`config.mk`:
```
export PLATFORM = sky130hd
export DESIGN_NAME = usbf_wb_master
export DESIGN_NICKNAME = d
export VERILOG_FILES = /design/src/rtl/usbf_wb_master_pkg.sv /design/src/rtl/usbf_rr_arb16.sv /design/src/rtl/usbf_wb_master.sv
export SDC_FILE = /design/constraint.sdc
export NUM_CORES = 1
export LEC_CHECK = 0
export ABC_AREA = 1
export BUFFER_PORTS_ARGS = -buffer_cell sky130_fd_sc_hd__buf_2
export CAP_MARGIN = 40
export CORE_AREA = 2 2 122 172
export DETAILED_ROUTE_END_ITERATION = 10
export DIE_AREA = 0 0 124 174
export PLACE_DENSITY = 0.72
export RECOVER_POWER = 50
export SYNTH_ARGS = -nofsm -noshare
export SYNTH_HDL_FRONTEND = slang
export SYNTH_SLANG_ARGS = --single-unit
export TNS_END_PERCENT = 10
```
`constraint.sdc`:
```
create_clock -name clk -period 3.7 [get_ports clk]
set_clock_uncertainty 0.2 [all_clocks]
set_input_delay 0.37 -clock clk [delete_from_list [all_inputs] [get_ports clk]]
set_output_delay 0.37 -clock clk [all_outputs]
set_load 0.03 [all_outputs]
```
`src/rtl/usbf_wb_master_pkg.sv`:
```
// rtl/usbf_wb_master_pkg.sv - shared types and constants for the usbf Wishbone master
package usbf_wb_master_pkg;

  localparam int USBF_UFC_HADR = 17;
  localparam int DMA_STRIDE    = 4;

  typedef enum logic [1:0] {
    ST_IDLE,
    ST_BUS,
    ST_DONE,
    ST_ERR
  } state_e;

  typedef enum logic {
    SRC_CPU,
    SRC_DMA
  } src_e;

endpackage

```
`src/rtl/usbf_rr_arb16.sv`:
```
// rtl/usbf_rr_arb16.sv - combinational 16-way round-robin arbiter
// Search starts at last_i + 1 and wraps; last_i itself is considered last.
module usbf_rr_arb16 (
  input  logic [15:0] elig_i,
  input  logic [3:0]  last_i,
  output logic [3:0]  gnt_o,
  output logic        valid_o
);

  logic [3:0] idx;

  // Walk from the farthest offset down so the nearest eligible channel wins.
  always_comb begin
    gnt_o   = '0;
    valid_o = 1'b0;
    idx     = '0;
    for (int off = 16; off >= 1; off--) begin
      idx = last_i + 4'(off);
      if (elig_i[idx]) begin
        gnt_o   = idx;
        valid_o = 1'b1;
      end
    end
  end

endmodule

```
`src/rtl/usbf_wb_master.sv`:
```
// rtl/usbf_wb_master.sv - Wishbone master merging a CPU port and 16 DMA channels
// Single-beat transfers; DMA writes come from wr_* and DMA reads leave on rd_*.
module usbf_wb_master
  import usbf_wb_master_pkg::*;
#(
  parameter int ADDR_W   = USBF_UFC_HADR + 1,
  parameter int DMA_BASE = 0,
  parameter int TIMEOUT  = 255
) (
  input  logic              clk,
  input  logic              reset,
  output logic [ADDR_W-1:0] wb_addr_i,
  output logic [31:0]       wb_data_i,
  output logic              wb_we_i,
  output logic              wb_stb_i,
  output logic              wb_cyc_i,
  input  logic [31:0]       wb_data_o,
  input  logic              wb_ack_o,
  input  logic [15:0]       dma_req_o,
  output logic [15:0]       dma_ack_i,
  input  logic [15:0]       dma_dir,
  input  logic              susp_o,
  output logic              resume_req_i,
  input  logic              wake,
  input  logic              cpu_req,
  input  logic              cpu_we,
  input  logic [ADDR_W-1:0] cpu_addr,
  input  logic [31:0]       cpu_wdata,
  output logic              cpu_ack,
  output logic [31:0]       cpu_rdata,
  output logic              cpu_err,
  input  logic [31:0]       wr_data,
  input  logic              wr_valid,
  output logic              wr_ready,
  output logic [31:0]       rd_data,
  output logic [3:0]        rd_chan,
  output logic              rd_valid,
  input  logic              rd_ready,
  output logic              dma_err
);

  state_e            state_q, state_d;
  src_e              src_q, src_d;
  logic [3:0]        chan_q, chan_d;
  logic [3:0]        last_q, last_d;
  logic              cpu_last_q, cpu_last_d;
  logic [7:0]        tmo_q, tmo_d;
  logic [ADDR_W-1:0] addr_q, addr_d;
  logic [31:0]       wdata_q, wdata_d;
  logic              we_q, we_d;
  logic [31:0]       cpu_rdata_q, cpu_rdata_d;
  logic [31:0]       rd_data_q, rd_data_d;
  logic [3:0]        rd_chan_q, rd_chan_d;
  logic              rd_valid_q, rd_valid_d;
  logic              resume_q, resume_d;

  logic [15:0]       elig;
  logic [3:0]        arb_gnt;
  logic              arb_valid;
  logic              pick_cpu;
  logic              pick_dma;
  logic [ADDR_W-1:0] dma_addr;

  // A read channel only qualifies if the sink slot will be free by the time data lands.
  always_comb begin
    elig = '0;
    for (int n = 0; n < 16; n++) begin
      elig[n] = dma_req_o[n] & ~susp_o &
                (dma_dir[n] ? (~rd_valid_q | rd_ready) : wr_valid);
    end
  end

  usbf_rr_arb16 u_arb (
    .elig_i  (elig),
    .last_i  (last_q),
    .gnt_o   (arb_gnt),
    .valid_o (arb_valid)
  );

  assign pick_cpu = cpu_req & ~(cpu_last_q & arb_valid);
  assign pick_dma = ~pick_cpu & arb_valid;
  assign dma_addr = ADDR_W'(DMA_BASE + DMA_STRIDE * int'(arb_gnt));
  assign resume_d = susp_o & (resume_q | wake);

  always_comb begin
    state_d     = state_q;
    src_d       = src_q;
    chan_d      = chan_q;
    last_d      = last_q;
    cpu_last_d  = cpu_last_q;
    tmo_d       = tmo_q;
    addr_d      = addr_q;
    wdata_d     = wdata_q;
    we_d        = we_q;
    cpu_rdata_d = cpu_rdata_q;
    rd_data_d   = rd_data_q;
    rd_chan_d   = rd_chan_q;
    rd_valid_d  = rd_valid_q & ~rd_ready;
    wr_ready    = 1'b0;
    case (state_q)
      ST_IDLE: begin
        if (pick_cpu) begin
          state_d    = ST_BUS;
          src_d      = SRC_CPU;
          cpu_last_d = 1'b1;
          tmo_d      = '0;
          addr_d     = cpu_addr;
          wdata_d    = cpu_wdata;
          we_d       = cpu_we;
        end else if (pick_dma) begin
          state_d    = ST_BUS;
          src_d      = SRC_DMA;
          chan_d     = arb_gnt;
          last_d     = arb_gnt;
          cpu_last_d = 1'b0;
          tmo_d      = '0;
          addr_d     = dma_addr;
          wdata_d    = wr_data;
          we_d       = ~dma_dir[arb_gnt];
          wr_ready   = ~dma_dir[arb_gnt];
        end
      end
      ST_BUS: begin
        if (wb_ack_o) begin
          state_d = ST_DONE;
          if (src_q == SRC_CPU) begin
            cpu_rdata_d = wb_data_o;
          end else if (!we_q) begin
            rd_data_d  = wb_data_o;
            rd_chan_d  = chan_q;
            rd_valid_d = 1'b1;
          end
        end else if (tmo_q == 8'(TIMEOUT)) begin
          state_d = ST_ERR;
        end else begin
          tmo_d = tmo_q + 8'd1;
        end
      end
      default: state_d = ST_IDLE;
    endcase
  end

  always_ff @(posedge clk or negedge reset) begin
    if (!reset) begin
      state_q     <= ST_IDLE;
      src_q       <= SRC_CPU;
      chan_q      <= '0;
      last_q      <= 4'hF;
      cpu_last_q  <= 1'b0;
      tmo_q       <= '0;
      addr_q      <= '0;
      wdata_q     <= '0;
      we_q        <= 1'b0;
      cpu_rdata_q <= '0;
      rd_data_q   <= '0;
      rd_chan_q   <= '0;
      rd_valid_q  <= 1'b0;
      resume_q    <= 1'b0;
    end else begin
      state_q     <= state_d;
      src_q       <= src_d;
      chan_q      <= chan_d;
      last_q      <= last_d;
      cpu_last_q  <= cpu_last_d;
      tmo_q       <= tmo_d;
      addr_q      <= addr_d;
      wdata_q     <= wdata_d;
      we_q        <= we_d;
      cpu_rdata_q <= cpu_rdata_d;
      rd_data_q   <= rd_data_d;
      rd_chan_q   <= rd_chan_d;
      rd_valid_q  <= rd_valid_d;
      resume_q    <= resume_d;
    end
  end

  assign wb_cyc_i     = (state_q == ST_BUS);
  assign wb_stb_i     = (state_q == ST_BUS);
  assign wb_addr_i    = addr_q;
  assign wb_data_i    = wdata_q;
  assign wb_we_i      = we_q;
  assign cpu_ack      = ((state_q == ST_DONE) || (state_q == ST_ERR)) && (src_q == SRC_CPU);
  assign cpu_err      = (state_q == ST_ERR) && (src_q == SRC_CPU);
  assign cpu_rdata    = cpu_rdata_q;
  assign dma_ack_i    = ((state_q == ST_DONE) && (src_q == SRC_DMA)) ? (16'd1 << chan_q) : 16'd0;
  assign dma_err      = (state_q == ST_ERR) && (src_q == SRC_DMA);
  assign rd_data      = rd_data_q;
  assign rd_chan      = rd_chan_q;
  assign rd_valid     = rd_valid_q;
  assign resume_req_i = resume_q;

endmodule
```
Word-level counts from Yosys, hierarchy flattened:

Index checks and enable logic that the tools add are counted.

* output and inout port bits: 143
* register bits after elaboration: 141
* input bits: 155

* add/sub/neg operators: 16
* shifts and indexed selects: 1
* mux-type cells: 110
* equality and inequality tests: 8
* reduce and logical (&&, ||, !) cells: 14
* bitwise logic cells: 47
* order comparisons: 17

Operator list (number)
* < comparator 4 x 5 -> 1 bit (second input constant): 17
* binary-select mux 1 bit (select 4 bit): 17
* two-way mux 32 bit: 2
* two-way mux 4 bit: 16
* two-way mux 1 bit: 62
* bitwise AND 1 bit: 37
* two-way mux 18 bit: 2
* adder 4 bit (second input constant): 8
* two-way mux 8 bit: 4
* adder 4 x 3 -> 4 bit (second input constant): 4
* two-way mux 16 bit: 1
* case mux 8 bit (2 select lines): 1
* left shift 1 x 4 -> 16 bit (first input constant): 1
* adder 4 x 2 -> 4 bit (second input constant): 2
* adder 8 x 1 -> 8 bit (second input constant): 1
* equality test 8 bit (second input constant): 1
* two-way mux 2 bit: 4
* inverter 1 bit: 8
* AND reduction 4 bit: 2
* AND reduction 3 bit: 2
* adder 4 x 1 -> 4 bit (second input constant): 1
* equality test 2 bit (second input constant): 2
* logical AND 1 bit: 4
* != test 2 bit (second input constant): 2
* other kinds (9): 12

Longest topological paths before layout:

Gate-level depths: netlist (run 1).

* word-level depth: 30
* depth in mapped cells: 35
* gate-level depth less buffers: 33

Cells and area by module:

A second synthesis (run 1) with hierarchy kept.

* cell total of the unflattened synthesis: 1130
* area total of the unflattened synthesis: 8205.4 sq um

Modules (own cells, without submodules)
* usbf_wb_master: cells each 779, area each 6517.5 sq um, seq. area each 3533.4 sq um, instances 1
* usbf_rr_arb16: cells each 351, area each 1687.9 sq um, seq. area each 0.0 sq um, instances 1

Worst setup path after synthesis (run 1):

No wires, ideal clock.

* path type: register to output
* start: register last_q[0]
* end: output wr_ready
* slack: -0.599 ns
* data arrival time: 3.729 ns
* stages on the path, launching flop included: 33
* data required time: 3.130 ns
* path buffers: 3
* cells stage by stage: dfstp_2 inv_2 buf_2 buf_2 ha_1 inv_1 clkbuf_1 nand3_1 nand2_1 nand2_1 nand3_2 nand2_4 nor2_2 nand2_1 nand2_1 nand2_1 nand2_1 nand3_1 nand2_1 nand2_1 nand2_1 nand2_1 nand2_1 nand2_2 nand2_4 nand2_4 nand2_1 nand2_1 nand2_1 nand2_1 nand2_1 nand3_2 a21oi_1

* cells in the longest elaborated chain, start to end: 26

RTL lines
* start, declared: RTL line usbf_wb_master.sv:45 `logic [3:0] last_q, last_d;`
* start signal, assigned: RTL line usbf_wb_master.sv:163 `last_q <= last_d;`
* branches (longest 24 deep; another with adder 4 bit)
* two-way mux 1 bit *: RTL line usbf_wb_master.sv:102 `if (pick_cpu) begin`
* two-way mux 1 bit *: RTL line usbf_wb_master.sv:100 `case (state_q)`
* end, declared: RTL line usbf_wb_master.sv:34 `output logic wr_ready,`

Every way passes the cells marked *. The select of a mux whose other input is x is not followed.

Worst setup path in the final report (run 1):

* start: register last_q[1]
* end: output wr_ready

The elaborated chain is that of the path after synthesis.

==> out/metrics.yaml, run 1 <==
clock-root-buffer: "clkbuf_16"
finalHoldViolCount: 0
insertion_delay_ns: 0.41
syn_nets: 1241
dpl_cell_area_um2: 10500
slew_headroom_pct: -43.4
violations: "max-capacitance violations, max-slew violations, negative setup slack"
place_hpwl_mm: 22.0
path_cells: "inv_4, ha_4, buf_4, nand3_1, nand2_2, nand2_2, nand3_2, nand2_2, inv_2, buf_4, nand4_1, nor4_2, buf_4, nand4_1, nand2_1, nand2_2, clkinvlp_4, nor2_1, inv_1, a21oi_4, buf_6"
worst_pin_slew_ns: 2.15
drtAntennaViolNets: 0
ys_ff_latch: 141
hold_end: "rd_data[22]"
fp.dieW_um: 124
rsz0062_at_grt: "true"
worstPathArrival_ns: 3.71
use_met3_pct: 5.87
cts_tree: "built"
htree_levels: 4
num-nets-final: 1737
synth_largest_area_cell: "dfrtp_1"
crit_fanout: 6
yosysSeqAreaShare_pct: 44.8
whs_path_depth: 3
grt_pass1_vias: 9426
grt_max_degree: 86
end_kind: "output pin"
start_util_pct: 39.1
cp_slowest_cell: "dfstp_2"
crit_top_cell: "nand2_2"
r2r-end: "tmo_q[7]"
design_area_um2: 12300
vias_per_cell: 5.19
syn_avg_cell_area_um2: 7.32
die_h_um: 174
drv_slew: 86
cap_violations: 1
clkSinkCount: 141
reg2reg_from: "last_q[1]"
startpoint_type: "flop"
synthCells: 1078
grt_pass1_wl_mm: 48.4
synth.distinct_cells: 38
drtIter0Drc: 606
synthDominantCellAreaShare_pct: 43.4
finalCriticalPeriod_ns: 4.28
clk_pin_slew_ns: 0.06
holdWs_ns: 0.0127
met2_usage_pct: 50.5
mappedNetlistArea_um2: 7890
vias: 9586
drive_gt1_share_pct: 30.8
track_usage_pct: 29.0
fmax_mhz: 234
grt_util_met1_pct: 33.2
firstDrtPassIters: 10
rows: 62
syn_to_final_growth_pct: 56.1
antenna_found_initial: 1
synthTopCellsByArea: "dfrtp_1, nand2_1, a21oi_1"
grt_busiest_layer: "met2"
ys.warnings.count: 0
rrSetupSlack_ns: -0.15
placeableCoreArea_um2: 20200
gp_congestion: 0.910
min-delay-start: "wb_data_o[22]"
drc: 0
setup_viol: 55
portBuffers: 297
fin_crit_sh_pct: 116
grt_overflow: 0
avgRoutedWirePerCell_um: 17.3
cts_max_path_buffers: 2
cp_data_required_time_ns: 3.13
wl_mm: 31.9
worstSetupPathType: "flop to output pin"
setup_ws_ns: -0.582
critical_path.max_stage_delay_ns: 0.58
pin_count: 298
cts_made_buffers: 17
worst-r2r-cell-count: 25
hp-class: "input pin to flop"
dieArea_um2: 21600
status: "complete, but fails checks"
[timing repair]
item,in CTS,in global routing
pin swaps,24,8
endpoints found under the setup margin,60,69
buffers inserted,17,4
resized for setup,50,30
cloned,3,4
endpoints found under the hold margin,157,0
hold buffers,75,0
[worst max path at each step]
stage | slack, ns | from | to
6_report | -0.58 | last_q[1] | wr_ready
5_1_grt | -0.82 | last_q[0] | wr_ready
4_1_cts | -0.49 | last_q[0] | wr_ready
3_5_place_dp | -0.32 | last_q[1] | wr_ready
3_3_place_gp | -0.35 | last_q[1] | wr_ready
2_1_floorplan | -0.02 | last_q[0] | wr_ready
[sequential cells by signal, summed over array words and instances (netlist names)]
name          count
rd_valid          1
src_q             1
last_q            4
wb_we_i           1
chan_q            4
wb_data_i        32
resume_req_i      1
rd_data          32
tmo_q             8
rd_chan           4
wb_addr_i        18
cpu_last_q        1
state_q           2
cpu_rdata        32
[critical path: cells and delay by family, from the launching register on]
family	cells	cell delay, ns
AND/OR/NAND/NOR	11	1.44
flip-flops	1	0.58
buffers and inverters	8	0.90
AO/OA/AOI/OAI	1	0.04
adder cells (fa/ha/maj)	1	0.32
[cell usage after synthesis]
| master | number |
|---|---|
| nand4_2 | 1 |
| ha_1 | 8 |
| nor3b_1 | 1 |
| nand2_2 | 12 |
| nor3_1 | 5 |
| nand3_2 | 8 |
| a21oi_1 | 138 |
| nand4_1 | 2 |
| a221oi_1 | 1 |
| or2_2 | 1 |
| xnor2_2 | 1 |
| o211ai_1 | 1 |
| buf_4 | 6 |
| dfstp_2 | 4 |
| dfrtp_1 | 137 |
| a31oi_1 | 3 |
| o21ai_2 | 1 |
| o21ai_0 | 51 |
| nand2_1 | 271 |
| nand2_4 | 3 |
| nor2_4 | 1 |
| buf_6 | 2 |
| o21ai_1 | 2 |
| o21a_1 | 1 |
| a21boi_0 | 1 |
| a22o_1 | 14 |
| a21oi_2 | 2 |
| nor2_2 | 4 |
| inv_2 | 15 |
| nand3_1 | 121 |
| nor4_1 | 6 |
| nor2_1 | 135 |
| buf_2 | 15 |
| inv_1 | 70 |
| nor3_2 | 1 |
| xor2_1 | 7 |
| clkinv_1 | 2 |
| clkbuf_1 | 24 |
[area by class of cell]
type	count	area, µm²
diodes	3	7.51
clock buffers	18	429
clock inverters	14	138
fillers	1784	7850
inverters	87	340
multi-input cells	806	4080
flip-flops and latches	141	3530
well taps	256	320
repair buffers	521	3470
[placed cells by master (no fill, tap or decap), drive strengths merged]
| cell type | Yosys | layout |
|---|---|---|
| o211ai | 1 | 1 |
| o21ai | 54 | 54 |
| a221oi | 1 | 1 |
| or2 | 1 | 1 |
| nor4 | 6 | 6 |
| dfstp | 4 | 4 |
| xnor2 | 1 | 1 |
| clkinv | 2 | 6 |
| inv | 85 | 89 |
| o21a | 1 | 1 |
| nor3 | 6 | 6 |
| nor2 | 140 | 141 |
| nand2 | 286 | 288 |
| diode | 0 | 3 |
| ha | 8 | 8 |
| dfrtp | 137 | 137 |
| buf | 23 | 345 |
| clkinvlp | 0 | 5 |
| nand4 | 3 | 3 |
| a21boi | 1 | 1 |
| a31oi | 3 | 3 |
| nor3b | 1 | 1 |
| bufinv | 0 | 1 |
| a21oi | 140 | 140 |
| dlygate4sd3 | 0 | 75 |
| a22o | 14 | 14 |
| xor2 | 7 | 7 |
| clkbuf | 24 | 119 |
| nand3 | 129 | 129 |
[cell families (layout without fill, tap and decap cells)]
family / Yosys count / after routing / share of synthesized area (%)
xor+xnor: 8 / 8 / 0.983
simple gates: 572 / 575 / 31.3
flops: 141 / 141 / 44.8
fa+ha+maj: 8 / 8 / 1.27
compound gates: 215 / 215 / 14.6
buf+inv: 134 / 640 / 7.09
other cells: 0 / 3 / 0
[metal layers]
layer | up-vias | routed length [µm]
li1 | 4536 | -
met1 | 4500 | 11800
met2 | 452 | 16600
met3 | 98 | 1970
met4 | 0 | 1500
met5 | - | 0
[metrics by stage]
stage	cells	worst slack (ns)	utilization [%]	setup TNS (ns)
6_report	1846	-0.582	61.1	-2.82
5_1_grt	1844	-0.818	61.0	-7.55
4_1_cts	1835	-0.491	60.4	-0.492
3_5_place_dp	1708	-0.318	52.2	-4.05
3_3_place_gp	1708	-0.349	52.2	-3.92
2_1_floorplan	1078	-0.0246	-	-0.0246
Power of run 1 is not shown: default switching activity piles up to over one toggle a cycle in this logic, so the estimate is an artifact.
==> inputs of run 2 (changes only) <==
--- a/config.mk
+++ b/config.mk
@@ -8,9 +8,9 @@
 export ABC_AREA = 1
 export BUFFER_PORTS_ARGS = -buffer_cell sky130_fd_sc_hd__buf_2
 export CAP_MARGIN = 40
-export CORE_AREA = 2 2 122 172
+export CORE_AREA = 3 3 123 173
 export DETAILED_ROUTE_END_ITERATION = 10
-export DIE_AREA = 0 0 124 174
+export DIE_AREA = 0 0 126 176
 export PLACE_DENSITY = 0.72
 export RECOVER_POWER = 50
 export SYNTH_ARGS = -nofsm -noshare
==> run 2 against run 1 <==
  * The flow still finishes with violations (max-capacitance violations, max-slew violations, negative setup slack)
  * Clock-buffer cell count shrank 1
  * Critical path type unchanged
  * Worst setup slack improved by 0.029 ns
  * Non-clock buffer count decreased by 30
  * Utilization is 0.22 points higher
  * Global-route usage shrank 1.6 points
  * Final area shrank 1.3%
==> out/metrics.yaml, run 2 (synthesis gave the netlist of run 1 again) <==
wl_mm: 31.3  # -1.9%
pin_count: 298  # unchanged
drive_gt1_share_pct: 33.9  # +3.1 points
grt_max_degree: 74  # -14%
fillCellCount: 1763  # -1.2%
grt_util_met1_pct: 31.4  # -1.8 points
drv_slew: 40  # -53%
drtAntennaViolNets: 0  # unchanged
clock-root-buffer: "clkbuf_16"
setup_viol: 2  # -96%
startpoint_type: "flop"
worst_pin_slew_ns: 2.15  # -0.00284 ns
fmax_mhz: 235  # +0.67%
setup_tns_ns: -0.579  # +2.25 ns
finalHoldViolCount: 0  # unchanged
placeableCoreArea_um2: 19800  # -1.6%
crit_fanout: 7  # +1
grt_busiest_layer: "met2"
use_met3_pct: 5.45  # -0.42 points
vias: 9367  # -2.3%
worstSetupPathType: "flop to output pin"
place_hpwl_mm: 22.7  # +3.2%
num_antenna_cells: 0  # -3
vias_per_cell: 5.18  # -0.23%
cts_made_buffers: 17  # unchanged
status: "complete, but fails checks"
clk_pin_slew_ns: 0.07  # about the same
antenna_found_initial: 1  # unchanged
grt_pass1_wl_mm: 48.9  # +1.0%
avgRoutedWirePerCell_um: 17.3  # +0.15%
drtIter0Drc: 602  # -0.66%
track_usage_pct: 27.4  # -1.6 points
rows: 61  # -1.6%
drc: 0  # unchanged
htree_levels: 4  # unchanged
cts_max_path_buffers: 2  # unchanged
cap_violations: 1  # unchanged
clkSinkCount: 141  # unchanged
cts_tree: "built"
final_common_cell: "buf_2"
fin_crit_sh_pct: 115  # -0.77 points
fp.dieW_um: 126  # +1.6%
start_util_pct: 39.8  # +0.64 points
insertion_delay_ns: 0.42  # about the same
met2_usage_pct: 49.2  # -1.3 points
finalCriticalPeriod_ns: 4.25  # -0.0286 ns
gp_congestion: 0.931  # +2.3%
layout_common_cells: "buf_2, nand2_1, dfrtp_1"
num-nets-final: 1706  # -1.8%
setup_ws_ns: -0.554  # +0.0286 ns
end_kind: "output pin"
dieArea_um2: 22200  # +2.8%
rsz0062_at_grt: "true"
die_h_um: 176  # +1.1%
grt_pass1_vias: 9550  # +1.3%
worstPathArrival_ns: 3.68  # -0.03 ns
slew_headroom_pct: -43.2  # +0.19 points
syn_to_final_growth_pct: 54.1
hp-class: "input pin to flop"
grt_overflow: 0  # unchanged
violations: "max-capacitance violations, max-slew violations, negative setup slack"
cp_data_required_time_ns: 3.13  # about the same
firstDrtPassIters: 6  # -4
portBuffers: 297  # unchanged
run 2: changes by cell type in the layout (fill, tap and decap cells not counted), moves of 5 or more:
cell,delta
dlygate4sd3_1,-12
clkbuf_1,-40
buf_12,-6
buf_2,+42
nand3_1,-6
nand3_4,+7
buf_4,-16
clkinv_8,+5
nand2_4,+10
nand2_1,-6
run 2: layout make-up:
class,count,area (µm²),area share (%)
Tap cell,252,315,2.59
Sequential cell,141,3530,29.1
Inverter,87,334,2.75
Multi-Input combinational cell,805,4230,34.8
Clock inverter,15,196,1.62
Timing Repair Buffer,491,3130,25.7
Clock buffer,17,425,3.50
run 2: metal layers:
layer | up-vias | wire (µm)
li1 | 4463 | -
met3 | 87 | 1670
met2 | 378 | 16500
met5 | - | 18
met4 | 2 | 1320
met1 | 4437 | 11700
run 2: timing repair:
item	in CTS	in global routing
cloned	2	0
endpoints found under the setup margin	2	42
pin swaps	31	23
endpoints found under the hold margin	97	0
buffers inserted	13	7
hold buffers	63	0
resized for setup	57	50
run 2: final timing paths:
path,startpoint,end,slack [ns],depth (start not counted)
worst max register to register,last_q[1],wb_we_i,-0.03,32
max in group asynchronous,reset,cpu_rdata[28],0.53,3
worst min-delay path,cpu_wdata[18],wb_data_i[18],0.008,3
min in group asynchronous,reset,tmo_q[1],0.92,2
worst max-delay path,last_q[1],wr_ready,-0.55,19
worst min register to register,cpu_rdata[17],cpu_rdata[17],0.28,2
run 2: metrics by stage:
stage                     util [%]  hold WS, ns  std cells  cell area [µm²]  setup slack (ns)
after floorplan                  -       -0.126       1078             7950           -0.0246
after global placement        52.3        0.262       1690            10400            -0.423
after detailed placement      52.5        0.104       1691            10400            -0.339
after CTS                     60.4     0.000870       1801            12000            -0.569
after global routing          61.3      0.00636       1808            12200            -0.816
final                         61.3      0.00850       1808            12200            -0.554
run 2: critical path, stage by stage, from the launching register on:
cell and delay, ns:
dfstp_2 0.58, inv_4 0.07, ha_4 0.30, buf_8 0.14, nand3_1 0.09, nand2_2 0.12, buf_4 0.12, nand2_1 0.06
nand3_1 0.12, nand2_1 0.22, a21oi_1 0.43, nand2_4 0.16, nand3_1 0.12, nand2_1 0.06, nand2_1 0.06, nand2_1 0.05
nand2_1 0.06, nand3_2 0.11, a21oi_4 0.21, buf_6 0.16
Power of run 2 is left out for the same reason.
